File: src/rtl/fetch_unit.sv
// Instruction fetch stage: keeps the PC, issues one outstanding imem read per
// instruction and holds each returned word for the decoder until it is accepted.
// Redirects reload the PC and cause any in-flight response to be dropped.
// Optional feature macro: FETCH_EBREAK_HALT_EN (halt fetch on an accepted EBREAK).
module fetch_unit #(
    parameter logic [31:0] RESET_PC = 32'h0000_0000
) (
    input  logic        clk,
    input  logic        rst_n,
    output logic        imem_req,
    output logic [31:0] imem_addr,
    input  logic        imem_gnt,
    input  logic        imem_rvalid,
    input  logic [31:0] imem_rdata,
    output logic [31:0] instr,
    output logic [31:0] instr_pc,
    output logic        instr_valid,
    input  logic        stall,
    input  logic        redirect,
    input  logic [31:0] redirect_pc,
    output logic        halted
);

    localparam int unsigned XLEN = 32;
    localparam logic [XLEN-1:0] PC_STEP = XLEN'(4);
`ifdef FETCH_EBREAK_HALT_EN
    // Same encoding as opcodes::EBREAK
    localparam logic [XLEN-1:0] EBREAK = XLEN'(32'h0010_0073);
`endif

    typedef enum logic [2:0] {
        IDLE,
        REQ,
        WAIT,
        HOLD
`ifdef FETCH_EBREAK_HALT_EN
        , HALT
`endif
    } state_t;

    state_t          state;
    logic [XLEN-1:0] pc;
    logic            discard;
    logic [XLEN-1:0] fetch_pc_c;

    // Address of the next request issued from this cycle: a redirect wins over pc
    assign fetch_pc_c = redirect ? redirect_pc : pc;

`ifndef FETCH_EBREAK_HALT_EN
    assign halted = 1'b0;
`endif

    // Fetch FSM with registered memory-side and decoder-side outputs
    always_ff @(posedge clk or negedge rst_n) begin
        if (!rst_n) begin
            state       <= IDLE;
            pc          <= RESET_PC;
            discard     <= 1'b0;
            imem_req    <= 1'b0;
            imem_addr   <= RESET_PC;
            instr       <= '0;
            instr_pc    <= '0;
            instr_valid <= 1'b0;
`ifdef FETCH_EBREAK_HALT_EN
            halted      <= 1'b0;
`endif
        end else begin
            if (redirect) begin
                pc <= redirect_pc;
            end
            case (state)
                IDLE: begin
                    state     <= REQ;
                    imem_req  <= 1'b1;
                    imem_addr <= fetch_pc_c;
                end
                REQ: begin
                    if (imem_gnt) begin
                        // A redirect racing the grant makes that response stale
                        state    <= WAIT;
                        imem_req <= 1'b0;
                        discard  <= redirect;
                    end else if (redirect) begin
                        imem_addr <= redirect_pc;
                    end
                end
                WAIT: begin
                    if (imem_rvalid) begin
                        if (discard || redirect) begin
                            state     <= REQ;
                            discard   <= 1'b0;
                            imem_req  <= 1'b1;
                            imem_addr <= fetch_pc_c;
                        end else begin
                            state       <= HOLD;
                            instr       <= imem_rdata;
                            instr_pc    <= pc;
                            instr_valid <= 1'b1;
                            pc          <= pc + PC_STEP;
                        end
                    end else if (redirect) begin
                        discard <= 1'b1;
                    end
                end
                HOLD: begin
                    if (redirect || !stall) begin
                        instr_valid <= 1'b0;
                        state       <= REQ;
                        imem_req    <= 1'b1;
                        imem_addr   <= fetch_pc_c;
`ifdef FETCH_EBREAK_HALT_EN
                        if (!redirect && (instr == EBREAK)) begin
                            state    <= HALT;
                            imem_req <= 1'b0;
                            halted   <= 1'b1;
                        end
`endif
                    end
                end
`ifdef FETCH_EBREAK_HALT_EN
                HALT: begin
                    if (redirect) begin
                        state     <= REQ;
                        halted    <= 1'b0;
                        imem_req  <= 1'b1;
                        imem_addr <= redirect_pc;
                    end
                end
`endif
                default: begin
                    state <= IDLE;
                end
            endcase
        end
    end

endmodule
File: config.mk
export PLATFORM = sky130hd
export DESIGN_NAME = fetch_unit
export DESIGN_NICKNAME = d
export VERILOG_FILES = /design/src/rtl/fetch_unit.sv
export SDC_FILE = /design/constraint.sdc
export NUM_CORES = 1
export LEC_CHECK = 0
export ABC_AREA = 1
export CAP_MARGIN = 10
export CORE_AREA = 2 2 125 127
export DETAILED_ROUTE_END_ITERATION = 10
export DIE_AREA = 0 0 127 129
export DONT_BUFFER_PORTS = 1
export MAX_ROUTING_LAYER = met4
export SLEW_MARGIN = 20
export SYNTH_ARGS = -nofsm -noshare
export SYNTH_HDL_FRONTEND = slang
export SYNTH_SLANG_ARGS = --single-unit
File: constraint.sdc
create_clock -name clk -period 1.97 [get_ports clk]
set_input_delay 0.0985 -clock clk [delete_from_list [all_inputs] [get_ports clk]]
set_output_delay 0.0985 -clock clk [all_outputs]
set_load 0.005 [all_outputs]
==> impl_summary.txt <==
----------------------------------------------------
[Run status]
  Status ... finished with violations
  Violated checks ... hold timing

[Timing]
  Highest clock rate ... approximately 560 MHz
  Setup repair after global routing missed its margin ... no
  Setup TNS after final layout ... 0 ps
  Period utilization ... 0.908
  Hold violation total from the final report ... 133
  Setup skew after layout ... approximately 9.2 ps
  Setup-violating endpoint count in the final report ... 0
  Final hold slack ... -626 ps
  Max Slew Vio Count ... 0
  Period minus WS final ... roughly 1800 ps

[Clock tree]
  CTS tree ... done
  CTS sink cnt ... 133
  Cts hold-fix bufs ... slightly above 70
  Clock transition at path regs ... approximately 60 ps
  Buffer depth of the longest clock path ... 2
  CTS Root Cell ... clkbuf_16
  Post-CTS setup-driven buffer insertion count ... 0
  Source-to-sink clock delay at the later pin of the worst-skew pair ... approximately 420 ps
  Number of buffers created by CTS ... 17
  CTS H-tree lvls ... 4
  Post-cts sizing count ... 0

[Critical path]
  Kind of start point of the critical path ... register
  Endpoint class of the critical path ... register
  RR Startpoint ... pc[2]$_DFF_PN0_
  Crit path DAT ... ~2100 ps
  CP startpoint ... pc[2]$_DFF_PN0_
  Largest fanout of any net on the critical path ... 6
  Data required, critical path ... roughly 2300 ps
  Category of the critical setup timing path ... reg2reg

[Pwr]
  Proportion of total power due to net switching ... 0.369
  Total internal power ... 7.44 mW
  Combinational fraction of design power ... 0.298
  Total Power ... between 10 and 15 mW
  Portion of total power attributed to sequential cells ... 0.408
  Portion of total power attributed to the clock network ... 0.294
  Power per cell area ... 1430 nW/µm²
  Worst IR Drop VDD ... between 0.0005 and 0.0006 V
  Pleak ... between 4 and 5 nW
  Power dissipated by switching net loads ... approximately 4.3 mW

[Worst hold path]
  Class of the tightest hold or removal check ... in2async

[Floorplan]
  Chip Height ... ~130 µm
  Die area ... 16400 µm²
  Die extent in x ... around 130 µm
  Total core area ... approximately 15000 µm²
  Effective utilization at floorplan ... 0.446
  I/O pin count ... 169
  Total number of placement rows ... 45

[Placement]
  Placed cell count ... ~1000
  IO Port Bufs ... 0
  Final weighted congestion of routability-driven global placement ... around 0.88
  DPL Wire Length ... 11600 µm

[Finish]
  Utilization after layout ... 0.549
  Area growth, synth to finish ... 23.2%
  Layout cell share with drive strength beyond 1 ... 0.0927
  Count of antenna diodes in the layout ... 0
  Number of nets in the finished design ... 1018
  Final standard cell count with taps included and fillers excluded ... around 1100

[Detailed routing]
  Drt first-iter violations ... roughly 320
  Number of iterations in the first detailed-routing pass ... 4
  WL/cell ... roughly 16 µm
  Antenna viol nets, final ... 0
  Wire length reported by the detailed router ... between 15000 and 20000 µm
  DRC ... 0
  Via-per-instance ratio ... about 5
  Routed via count ... 5750

[Synth]
  Largest area contributor in the netlist ... dfrtp_1
  Distinct cell type count of the synthesized netlist ... 32
  FF+latch count, synth ... around 130
  Post-synth design cell area ... 6680 µm²
  Most common cell in the netlist ... nand2_1
  Leading post-synthesis cells by instance count ... nand2_1 (386), dfrtp_1 (133), inv_1 (82)
  Number of warnings reported in the yosys synthesis log ... 0
  Syn Area/Cell ... ~7.6 µm²
  Share of async-settable or async-resettable flops after synthesis ... 1.00
  Post-Synthesis Net Count ... ~960
  Most common flop cell mapped by yosys ... dfrtp_1
  Share of the synthesized area in the top cell type ... 0.499
  Number of enable flip-flop cells after synthesis ... 0
  Sequential element share of the synthesized area ... 0.499
  Cell count after synthesis ... between 800 and 900
  Top area cells in the synthesized netlist ... dfrtp_1 (50%), nand2_1 (22%), inv_1 (4.6%), o21ai_0 (4.2%), o21ai_2 (3.7%)

[Run]
  Max-cap violations ... 0

[Global route]
  Initial antenna violation count ... 0
  GR Overflow Total ... 0
  Global-route wire length before repair ... approximately 30000 µm
  All-Layer GR Usage ... 0.240
  Maximum number of pins on one net before global-route repair ... between 100 and 150
  Number of global-route vias before repair ... a little under 6000

----------------------------------------------------
-- power by group through the flow --
stage	Sequential [mW]	Combinational (mW)	Clock, mW
floorplan	4.55	2.82	0
global placement	4.86	3.32	0
detailed placement	4.85	3.39	0
CTS	4.83	3.55	3.55
global route	4.97	4.07	3.66
finish	4.81	3.52	3.46
-- cell usage in the layout (no fill, tap or decap), drive strengths merged, types with 11 or more instances in the layout --
master       instances
inv                 86
dlygate4sd3         70
nor2                65
nand2              389
clkbuf              21
a21oi               11
o21ai               86
buf                 14
dfrtp              133
nand3               40
-- state kept, by name, summed over array words and instances (netlist names) --
name         flops
state            2
pc              32
instr_pc        32
instr           32
imem_req         1
instr_valid      1
imem_addr       32
discard          1
-- cell type report --
cell class | instances | area, µm²
Sequential cell | 133 | 3330
Fill cell | 1424 | 6750
Clock inverter | 11 | 171
Inverter | 85 | 319
Multi-Input combinational cell | 626 | 2820
Clock buffer | 21 | 480
Tap cell | 188 | 235
Timing Repair Buffer | 84 | 868
-- path summary, 6_finish.rpt --
check                                                end  slack [ps]  depth (start not counted)
max in group asynchronous        instr_pc[6]$_DFFE_PN0P_        2290                          0
min in group clk                        pc[10]$_DFF_PN0_          20                          4
worst min register to register  instr_pc[12]$_DFFE_PN0P_         510                          2
worst min-delay path            instr_pc[12]$_DFFE_PN0P_        -630                          0
worst max-delay path                    pc[30]$_DFF_PN0_         180                          8
worst max register to register          pc[30]$_DFF_PN0_         180                          8
-- per-stage QoR --
stage,worst slack (ps),cell area (µm²),hold slack [ps]
final,180,8230,-626
after global routing,9.91,8230,-647
after CTS,179,8230,-645
after detailed placement,190,6850,-193
after global placement,287,6850,-193
after floorplan,472,6680,-197
-- per-layer routing --
layer | track usage | part of all wire | up-vias
li1 | - | - | 2884
met1 | 0.315 | 0.45 | 2662
met2 | 0.369 | 0.46 | 184
met3 | 0.0574 | 0.069 | 20
met4 | 0.0795 | 0.015 | 0
met5 | - | 0 | -
-- critical path: stages (launching register included) --
cell and delay [ps]:
dfrtp_1 400, ha_1 210, nand3_1 160, nor2_4 190, nand3_1 130, nor2_1 320
nand3_1 120, nand3_1 100, nand2_1 50
-- cell families (layout without fill, tap and decap cells) --
| kind of cell | after synthesis | in the layout | synth area share |
|---|---|---|---|
| fa+ha+maj | 1 | 1 | 0.00187 |
| other cells | 1 | 1 | 0.000562 |
| mux | 5 | 5 | 0.00750 |
| flops | 133 | 133 | 0.499 |
| simple gates | 504 | 504 | 0.301 |
| xor+xnor | 2 | 2 | 0.00262 |
| compound gates | 113 | 113 | 0.107 |
| buf+inv | 125 | 201 | 0.0813 |
Note: power is estimated with default switching activity, not from simulation.
